===== src/rtl/irq_ctrl_pkg.sv =====
`default_nettype none
// ============================================================================
//  Module      : irq_ctrl_pkg
//  Description : Shared types and encodings for the interrupt controller:
//                FSM state enum, cc_mux datapath select codes and uscite
//                service-exit codes.
//  Revision    : 1.0 - initial release
// ============================================================================
package irq_ctrl_pkg;

    // Controller FSM states
    typedef enum logic [1:0] {
        IDLE    = 2'd0,
        GRANT   = 2'd1,
        SERVICE = 2'd2,
        DONE    = 2'd3
    } state_t;

    // Datapath select codes driven on cc_mux, one per state
    localparam logic [1:0] c_cc_idle    = 2'b00;
    localparam logic [1:0] c_cc_grant   = 2'b01;
    localparam logic [1:0] c_cc_service = 2'b10;
    localparam logic [1:0] c_cc_done    = 2'b11;

    // Service-exit codes driven on uscite
    localparam logic [1:0] c_usc_none   = 2'b00;
    localparam logic [1:0] c_usc_tmo    = 2'b10;
    localparam logic [1:0] c_usc_ok     = 2'b11;

endpackage
`default_nettype wire


===== src/rtl/irq_arb.sv =====
`default_nettype none
// ============================================================================
//  Module      : irq_arb
//  Description : Combinational winner select over the pending vector.
//                Default: fixed priority, lowest index wins.
//                With IRQ_CTRL_RR_EN defined: round-robin, search starts at
//                (i_last + 1) mod N_CH.
//  Revision    : 1.0 - initial release
// ============================================================================
module irq_arb
    import irq_ctrl_pkg::*;
#(
    parameter int N_CH = 4
) (
    input  logic [N_CH-1:0]         i_req,
`ifdef IRQ_CTRL_RR_EN
    input  logic [$clog2(N_CH)-1:0] i_last,
`endif
    output logic [$clog2(N_CH)-1:0] o_win
);

    localparam int IW = $clog2(N_CH);

`ifdef IRQ_CTRL_RR_EN
    logic [IW-1:0] w_idx;

    // Scan from farthest to nearest so the channel just after i_last wins
    always_comb begin
        o_win = '0;
        w_idx = '0;
        for (int k = N_CH; k >= 1; k--) begin
            w_idx = IW'((int'(i_last) + k) % N_CH);
            if (i_req[w_idx]) begin
                o_win = w_idx;
            end
        end
    end
`else
    // Scan from highest to lowest index so the lowest requesting index wins
    always_comb begin
        o_win = '0;
        for (int i = N_CH - 1; i >= 0; i--) begin
            if (i_req[i]) begin
                o_win = IW'(i);
            end
        end
    end
`endif

endmodule
`default_nettype wire


===== src/rtl/irq_ctrl_n.sv =====
`default_nettype none
// ============================================================================
//  Module      : irq_ctrl_n
//  Description : N-channel interrupt controller. Latches request pulses into
//                a pending vector, grants one channel at a time and tracks
//                its service with a timeout counter. All outputs are Moore
//                and registered.
//                Optional macro IRQ_CTRL_RR_EN selects round-robin
//                arbitration instead of fixed priority.
//  Revision    : 1.0 - initial release
// ============================================================================
module irq_ctrl_n
    import irq_ctrl_pkg::*;
#(
    parameter int N_CH = 4,
    parameter int TMO  = 8
) (
    input  logic                    clock,
    input  logic                    reset,
    input  logic [N_CH-1:0]         req,
    input  logic                    eql,
    input  logic                    cont_eql,
    output logic                    ackout,
    output logic [$clog2(N_CH)-1:0] grant_id,
    output logic [1:0]              cc_mux,
    output logic [1:0]              uscite,
    output logic                    enable_count,
    output logic [N_CH-1:0]         pending,
    output logic                    timeout
);

    localparam int            IW         = $clog2(N_CH);
    localparam int            CW         = $clog2(TMO);
    localparam logic [CW-1:0] c_cnt_last = CW'(TMO - 1);
    localparam logic [CW-1:0] c_cnt_one  = CW'(1);

    state_t          r_state;
    state_t          w_state_nxt;
    logic [N_CH-1:0] r_pending;
    logic [N_CH-1:0] w_clr;
    logic [IW-1:0]   r_grant_id;
    logic [IW-1:0]   w_win;
    logic [CW-1:0]   r_cnt;
    logic            r_timeout;
    logic            w_timeout_nxt;
    logic            r_ackout;
    logic            r_en;
    logic [1:0]      r_cc_mux;
    logic [1:0]      r_uscite;
    logic [1:0]      w_cc_nxt;
    logic [1:0]      w_usc_nxt;

`ifdef IRQ_CTRL_RR_EN
    logic [IW-1:0] r_last;

    // Remember the last granted channel; reset value makes channel 0 first
    always_ff @(posedge clock) begin
        if (reset) begin
            r_last <= IW'(N_CH - 1);
        end else if (r_state == IDLE && |r_pending) begin
            r_last <= w_win;
        end
    end

    irq_arb #(.N_CH(N_CH)) u_arb (
        .i_req  (r_pending),
        .i_last (r_last),
        .o_win  (w_win)
    );
`else
    irq_arb #(.N_CH(N_CH)) u_arb (
        .i_req  (r_pending),
        .o_win  (w_win)
    );
`endif

    // The serviced channel's pending bit is dropped on the way out of DONE
    assign w_clr = (r_state == DONE) ? ({{(N_CH-1){1'b0}}, 1'b1} << r_grant_id) : '0;

    // Next-state, timeout flag and next Moore output codes
    always_comb begin
        w_state_nxt   = r_state;
        w_timeout_nxt = r_timeout;
        w_cc_nxt      = c_cc_idle;
        w_usc_nxt     = c_usc_none;
        case (r_state)
            IDLE: begin
                if (|r_pending) begin
                    w_state_nxt   = GRANT;
                    // Cleared as GRANT starts so it already reads 0 there
                    w_timeout_nxt = 1'b0;
                end
            end
            GRANT: begin
                w_state_nxt = SERVICE;
            end
            SERVICE: begin
                if (eql) begin
                    w_state_nxt   = DONE;
                    w_timeout_nxt = 1'b0;
                end else if (r_cnt == c_cnt_last) begin
                    w_state_nxt   = DONE;
                    w_timeout_nxt = 1'b1;
                end
            end
            DONE: begin
                w_state_nxt = cont_eql ? SERVICE : IDLE;
            end
            default: begin
                w_state_nxt = IDLE;
            end
        endcase
        case (w_state_nxt)
            GRANT:   w_cc_nxt = c_cc_grant;
            SERVICE: w_cc_nxt = c_cc_service;
            DONE: begin
                w_cc_nxt  = c_cc_done;
                w_usc_nxt = w_timeout_nxt ? c_usc_tmo : c_usc_ok;
            end
            default: w_cc_nxt = c_cc_idle;
        endcase
    end

    // State, pending vector, counter and registered outputs
    always_ff @(posedge clock) begin
        if (reset) begin
            r_state    <= IDLE;
            r_pending  <= '0;
            r_grant_id <= '0;
            r_cnt      <= '0;
            r_timeout  <= 1'b0;
            r_ackout   <= 1'b0;
            r_en       <= 1'b0;
            r_cc_mux   <= c_cc_idle;
            r_uscite   <= c_usc_none;
        end else begin
            r_state   <= w_state_nxt;
            r_timeout <= w_timeout_nxt;
            r_ackout  <= (w_state_nxt == GRANT);
            r_en      <= (w_state_nxt == SERVICE);
            r_cc_mux  <= w_cc_nxt;
            r_uscite  <= w_usc_nxt;
            // A new request wins over the DONE clear of the same bit
            r_pending <= (r_pending & ~w_clr) | req;
            if (r_state == IDLE && |r_pending) begin
                r_grant_id <= w_win;
            end
            // Counts only while staying in SERVICE; any entry starts at 0
            if (r_state == SERVICE && w_state_nxt == SERVICE) begin
                r_cnt <= r_cnt + c_cnt_one;
            end else begin
                r_cnt <= '0;
            end
        end
    end

    assign ackout       = r_ackout;
    assign grant_id     = r_grant_id;
    assign cc_mux       = r_cc_mux;
    assign uscite       = r_uscite;
    assign enable_count = r_en;
    assign pending      = r_pending;
    assign timeout      = r_timeout;

endmodule
`default_nettype wire


===== config.mk =====
export PLATFORM = sky130hd
export DESIGN_NAME = irq_ctrl_n
export DESIGN_NICKNAME = d
export VERILOG_FILES = /design/src/rtl/irq_ctrl_pkg.sv /design/src/rtl/irq_arb.sv /design/src/rtl/irq_ctrl_n.sv
export SDC_FILE = /design/constraint.sdc
export NUM_CORES = 1
export LEC_CHECK = 0
export CAP_MARGIN = 15
export CORE_UTILIZATION = 39
export DETAILED_ROUTE_END_ITERATION = 10
export HOLD_SLACK_MARGIN = 0.08
export PLACE_DENSITY = 0.75
export SLEW_MARGIN = 25
export SYNTH_ARGS = -nofsm -noshare
export SYNTH_HDL_FRONTEND = slang
export SYNTH_SLANG_ARGS = --single-unit

===== constraint.sdc =====
create_clock -name clock -period 1.2 [get_ports clock]
set_clock_uncertainty 0.15 [all_clocks]
set_input_delay 0.3 -clock clock [delete_from_list [all_inputs] [get_ports clock]]
set_output_delay 0.3 -clock clock [all_outputs]
set_load 0.02 [all_outputs]

==> results.txt, run 1 <==
----------------------------------------------------
[Clocking]
  Hold_buf cts ... 0
  H-tree depth reported by CTS ... 1
  Clock transition time at the flip-flop clock pins of the worst setup and hold paths ... 0.10 ns
  TritonCTS clock tree ... yes
  Clock latency of the later-clocked register in the worst-skew pair ... 0.30 ns
  Buffer type at the clock tree root ... clkbuf_4
  TritonCTS Sinks ... 18
  Maximum root-to-sink buffer count ... 2
  Number of CTS-inserted buffers ... 3

[Die]
  Starting density of the core ... 44.1%
  Count of standard-cell rows ... 14
  Floorplan die height ... 44.2 µm
  Number of I/O pins ... 21
  Width of the die ... 44.2 µm
  Overall die area ... 1960 µm²
  Placeable core area ... 1580 µm²

[Status]
  Run status ... finished with violations
  Violations in the final reports ... design-rule violations, negative setup slack

[Hold path]
  Startpoint of the worst hold path ... r_cnt[0]
  Worst Hold Endpoint ... r_cnt[0]
  Hold Path Cell Cnt ... 1
  Worst Hold Class ... reg -> reg

[Yosys]
  FFs w/ async S/R, synth ... 0%
  Synthesized Nets ... 76
  Synthesized instance count ... 66
  Per-instance average area after synthesis ... 10.5 µm²
  Synth top area share ... 51.8%
  Most common flop cell mapped by yosys ... dfxtp_1
  Cell types with the largest area share after synthesis ... dfxtp_1 (52%), a21oi_1 (5.8%), o41ai_4 (4.0%), nor2_1 (3.8%), ha_1 (3.6%)
  Synth warn ... 0
  Post-synthesis cell type with the largest combined area ... dfxtp_1
  Mapped Area ... 696 µm²
  Number of synthesized flops with an enable pin ... 0
  Count of distinct cell types in the synthesized netlist ... 27
  Register area share after synthesis ... 51.8%
  Seq cells post-synth ... 18

[GRT]
  Leftover overflow at the end of global routing ... 0
  Number of antenna violations at the first check in global routing ... 0
  Wire length of the first global-routing pass ... 2640 µm
  Via count of the first global-routing pass ... 612
  Largest net degree at the start of global routing ... 11
  Global router's overall resource usage ... 18.5%

[Worst setup path]
  Crit path launch type ... flop
  Register-to-register path setup slack ... -0.12 ns
  Endpoint type of the worst setup path ... flop
  Worst reg2reg startpoint ... r_cnt[0]
  Reg2reg end ... enable_count
  Required time of the worst setup path ... 1.25 ns
  Cell depth of the worst flop-to-flop path ... 4
  Maximum fanout along the worst path ... 4
  Category of the most critical setup path ... reg -> reg
  Data arrival, critical path ... 1.37 ns

[Timing]
  Number of failing setup endpoints in the final timing report ... 16
  Max-slew violation count ... 0
  Max_slew headroom ... 75.9%
  Final Critical Period ... 1.32 ns
  Number of hold violations in the final report ... 0
  Unrepaired setup endpoints after global routing ... true
  Worst slack on hold paths ... 0.284 ns
  Transition at the pin with the smallest max-transition slack ... 0.362 ns
  Peak Freq ... 760 MHz
  Final Worst Setup Slack ... -0.116 ns
  Post-route clock period utilization ... 110%

[Cells and area]
  Commonest cells after routing, fill and taps aside ... buf_6 (17), dfxtp_2 (14), buf_4 (12), nor2_1 (7), a21oi_1 (7)
  Count of inserted antenna diode cells ... 0
  Final Instance Area ... 1190 µm²
  Util after Layout ... 75.3%
  Number of cells in the finished layout apart from fillers ... 120
  Leading cell type in the layout, fill and taps excluded ... buf_6
  Final nets ... 115
  Share of post-route cells with drive strength above 1 ... 59.6%
  Area delta synth->final ... 70.7%
  Number of filler cells placed in the layout ... 108

[Detailed routing]
  Number of vias per cell ... 5.29
  Average routed wire per standard cell ... 14.5 µm
  Number of remaining DRC errors ... 1
  Via Count ... 635
  Starting DRC count in detailed routing ... 2
  WL final ... 1740 µm
  Remaining antenna violation count ... 0
  TritonRoute pass-1 iters ... 6

[Pwr]
  Peak ir drop on the vdd network ... 0.881 mV
  Leakage power ... 0.000499 µW
  Power density over the cells ... 1310 nW/µm²

[Place]
  Routability congestion estimate from global placement ... 0.756
  Standard cell area after detailed placement ... 1030 µm²
  Instance count after placement with tap cells included ... 111
  Number of buffers inserted by port buffering ... 20
  Pre-CTS WS ... -0.363 ns
  Post-detail-place hpwl ... 1110 µm

[Run]
  MaxCap Viol Count ... 0

----------------------------------------------------
==> metal layers <==
layer,GRT usage (%),vias up,share of wire (%)
met5,0,-,0
met3,4.08,2,4.0
li1,-,312,-
met4,5.45,0,1.1
met2,34.7,15,57
met1,20.6,306,38
==> layout make-up <==
cell class / instances / area (µm²) / area share (%)
well taps: 16 / 20.0 / 1.69
repair buffers: 36 / 349 / 29.4
multi-input cells: 44 / 389 / 32.8
flip-flops and latches: 18 / 385 / 32.5
clock buffers: 4 / 36.3 / 3.06
inverters: 2 / 7.51 / 0.632
==> metrics by stage <==
stage | power, µW | setup TNS, ns
3_5_place_dp | 1090 | -7.14
4_1_cts | 1510 | -0.448
5_1_grt | 1620 | -1.33
3_3_place_gp | 1090 | -6.82
2_1_floorplan | 902 | -0.122
6_report | 1560 | -0.574
==> cell usage after synthesis, types with 2 or more instances <==
cell type / count
ha_1: 2
and2_1: 2
dfxtp_1: 18
o21ai_2: 2
nor2_1: 7
nor3_1: 5
nand4b_1: 2
a21oi_1: 8
inv_1: 2
==> logic make-up after synthesis <==
| family | after synthesis | synth area share, % |
|---|---|---|
| AO/OA/AOI/OAI | 14 | 16.5 |
| flip-flops | 18 | 51.8 |
| buffers and inverters | 4 | 2.34 |
| AND/OR/NAND/NOR | 28 | 25.7 |
| adder cells (fa/ha/maj) | 2 | 3.60 |
==> timing repair <==
| action | CTS | global route |
|---|---|---|
| setup endpoints to repair | 28 | 24 |
| resized for setup | 92 | 14 |
| pin swaps | 9 | 7 |
| setup buffers | 2 | 3 |
==> where the power goes <==
part | total, µW | leakage [µW] | internal [µW] | switching [µW]
logic | 479 | 0.000324 | 262 | 217
registers | 708 | 0.000154 | 660 | 47.3
clock network | 370 | 0.0000210 | 185 | 185
==> worst max-delay path by stage <==
| stage | startpoint | endpoint | slack (ns) | cells after the start |
|---|---|---|---|---|
| 2_1_floorplan | r_cnt[0] | r_cnt[0] | -0.04 | 4 |
| 3_3_place_gp | reset | cc_mux[1] | -0.34 | 3 |
| 3_5_place_dp | reset | cc_mux[1] | -0.36 | 3 |
| 4_1_cts | pending[3] | timeout | -0.09 | 3 |
| 5_1_grt | r_cnt[0] | enable_count | -0.15 | 4 |
| 6_report | r_cnt[0] | enable_count | -0.12 | 4 |
==> registers in the layout (all words and copies together) (netlist names) <==
register and flops:
pending 4, r_cnt 3, cc_mux 2, grant_id 2, r_state 2, uscite 2
ackout 1, enable_count 1, timeout 1
==> critical path: stages, from the launching register on <==
cell and delay, ns:
dfxtp_2 0.35, ha_4 0.16, ha_4 0.18, o21ai_4 0.16, nor4b_4 0.23
(Power assumes the default switching activity.)
==> run 2: changes to the inputs <==
SETUP_SLACK_MARGIN = 0.15   (was default)
==> run 2 against run 1 <==
  * The flow still finishes with violations (design-rule violations, negative setup slack)
  * Maximum frequency increased by 0.19%
  * Wire length grew 17%
  * Combinational power increased by 16%
  * Sequential power about the same
  * Hold slack about the same
  * Die area is the same
  * Register-to-register slack is essentially flat
  * Via count grew 3.1%
  * Total power up 4.7%
  * Clock power is 2% lower
  * Utilization is 5.9 points higher
  * Highest routed layer unchanged
==> results.txt, run 2 (same netlist as run 1, synthesis figures left out) <==
----------------------------------------------------
[Status]
  Run status ... finished with violations
  Violations in the final reports ... design-rule violations, negative setup slack

[Place]
  Pre-CTS WS ... -0.348 ns (+0.0158 ns)
  Number of buffers inserted by port buffering ... 20 (unchanged)
  Routability congestion estimate from global placement ... 0.901 (+19%)
  Standard cell area after detailed placement ... 1060 µm² (+3.2%)
  Post-detail-place hpwl ... 1150 µm (+3.9%)

[GRT]
  Met2 Usage GRT ... 37.6% (+2.9 points)
  Global router's overall resource usage ... 20.5% (+2.0 points)
  Via count of the first global-routing pass ... 632 (+3.3%)
  GR met3 Demand/Resource ... 3.27% (-0.82 points)
  Leftover overflow at the end of global routing ... 0 (unchanged)
  Number of antenna violations at the first check in global routing ... 0 (unchanged)
  Wire length of the first global-routing pass ... 2920 µm (+11%)
  Met1 Use GR ... 24.7% (+4.1 points)
  Largest net degree at the start of global routing ... 11 (unchanged)
  Most crowded layer after global routing ... met2

[Worst setup path]
  Required time of the worst setup path ... 1.28 ns (+0.03 ns)
  Crit path launch type ... flop
  Worst reg2reg startpoint ... pending[0]
  Worst path top cell family by delay ... compound AO/OA/AOI/OAI gates
  Register-to-register path setup slack ... -0.11 ns (about the same)
  List of cells traversed by the critical path ... buf_6, o41ai_4, and3b_1
  Reg2reg end ... timeout
  Category of the most critical setup path ... reg -> reg
  Maximum fanout along the worst path ... 4 (unchanged)
  Count of buffer and inverter cells on the critical path ... 1 (+1)
  Endpoint type of the worst setup path ... flop
  Largest incremental delay on the critical path ... 0.43 ns (+0.08 ns)
  Cell depth of the worst flop-to-flop path ... 3 (-1)
  Slowest-stage cell, CP ... o41ai_4
  Data arrival, critical path ... 1.39 ns (+0.02 ns)

[Detailed routing]
  TritonRoute pass-1 iters ... 7 (+1)
  Via Count ... 655 (+3.1%)
  Number of remaining DRC errors ... 2 (+1)
  Number of vias per cell ... 5.33 (+0.63%)
  Starting DRC count in detailed routing ... 14 (+12)
  Remaining antenna violation count ... 0 (unchanged)
  Average routed wire per standard cell ... 16.4 µm (+14%)
  WL final ... 2020 µm (+17%)

[Cells and area]
  Commonest cells after routing, fill and taps aside ... buf_6 (21), dfxtp_2 (12), buf_4 (10), a21oi_1 (7)
  Max FFs per register ... 4 (unchanged)
  Leading cell type in the layout, fill and taps excluded ... buf_6
  Count of inserted antenna diode cells ... 0 (unchanged)
  Share of post-route cells with drive strength above 1 ... 68.2% (+8.6 points)
  Final nets ... 118 (+2.6%)
  Number of filler cells placed in the layout ... 89 (-18%)
  Final Instance Area ... 1280 µm² (+7.8%)
  Area delta synth->final ... 84.0%

[Timing]
  Final Worst Setup Slack ... -0.113 ns (+0.00250 ns)
  Final Critical Period ... 1.31 ns (-0.00250 ns)
  Peak Freq ... 761 MHz (+0.19%)
  Max-slew violation count ... 0 (unchanged)
  TNS Setup ... -0.677 ns (-0.102 ns)
  Transition at the pin with the smallest max-transition slack ... 0.354 ns (-0.00754 ns)
  Worst slack on hold paths ... 0.284 ns (-0.0000950 ns)
  Number of hold violations in the final report ... 0 (unchanged)
  Max_slew headroom ... 76.3% (+0.42 points)
  Post-route clock period utilization ... 109% (-0.21 points)
  Unrepaired setup endpoints after global routing ... true
  Number of failing setup endpoints in the final timing report ... 16 (unchanged)

[Die]
  Width of the die ... 44.2 µm (unchanged)
  Count of standard-cell rows ... 14 (unchanged)
  Overall die area ... 1960 µm² (unchanged)
  Placeable core area ... 1580 µm² (unchanged)
  Floorplan die height ... 44.2 µm (unchanged)
  Number of I/O pins ... 21 (unchanged)
  Starting density of the core ... 44.1% (unchanged)

[Hold path]
  Hold Path Cell Cnt ... 1 (unchanged)
  Worst Hold Endpoint ... r_cnt[0]
  Startpoint of the worst hold path ... r_cnt[0]
  Worst Hold Class ... reg -> reg

[Clocking]
  H-tree depth reported by CTS ... 1 (unchanged)
  Maximum root-to-sink buffer count ... 2 (unchanged)
  TritonCTS Sinks ... 18 (unchanged)
  Hold_buf cts ... 0 (unchanged)
  Buffer type at the clock tree root ... clkbuf_4
  TritonCTS clock tree ... yes
  Number of CTS-inserted buffers ... 3 (unchanged)
  Clock latency of the later-clocked register in the worst-skew pair ... 0.29 ns (about the same)
  Clock transition time at the flip-flop clock pins of the worst setup and hold paths ... 0.09 ns (about the same)

[Pwr]
  Final Total Pwr ... 1630 µW (+4.7%)
  Peak ir drop on the vdd network ... 0.992 mV (+13%)
  Power density over the cells ... 1270 nW/µm² (-2.9%)
  Leakage power ... 0.000534 µW (+6.9%)

[Run]
  MaxCap Viol Count ... 0 (unchanged)

----------------------------------------------------
run 2: metrics by stage:
stage                     util [%]  cells
after floorplan                  -     66
after global placement        67.2    112
after detailed placement      67.2    112
after CTS                     77.4    120
after global routing          81.2    123
final                         81.2    123
run 2: metal layers:
layer | part of all wire, % | up-vias
li1 | - | 316
met1 | 42 | 310
met2 | 52 | 27
met3 | 5.1 | 2
met4 | 0.94 | 0
met5 | 0 | -
run 2: power breakdown:
group          switching [µW]  total, µW  leakage, µW  internal [µW]
Combinational             258        558     0.000358            300
Clock                     178        362    0.0000210            184
Sequential               50.3        710     0.000155            660
run 2: worst max path at each step:
stage | startpoint | endpoint | slack, ns | cells past startpoint
floorplan | r_cnt[0] | r_cnt[0] | -0.03 | 4
global placement | reset | r_cnt[0] | -0.32 | 3
detailed placement | eql | r_cnt[0] | -0.35 | 3
CTS | pending[0] | timeout | -0.12 | 3
global route | pending[3] | timeout | -0.16 | 3
finish | pending[0] | timeout | -0.11 | 3
run 2: final cells by class:
class	instances	area, µm²	share of cell area (%)
timing repair buffer	39	384	30.0
sequential	18	390	30.5
inverter	2	7.51	0.587
clock buffer	4	36.3	2.83
tap	16	20.0	1.56
multi-input combinational	44	442	34.5
run 2: what timing repair did:
item                                    in CTS  in global routing
endpoints found under the setup margin      31                 30
buffers inserted                             4                  3
gates resized for setup                    102                  9
pin swaps                                   14                  8
==> run 3: changes to the inputs <==
GPL_ROUTABILITY_DRIVEN = 0   (was default)
==> results of run 3 <==
The final DEF is identical to that of run 2; final timing and power are the same.
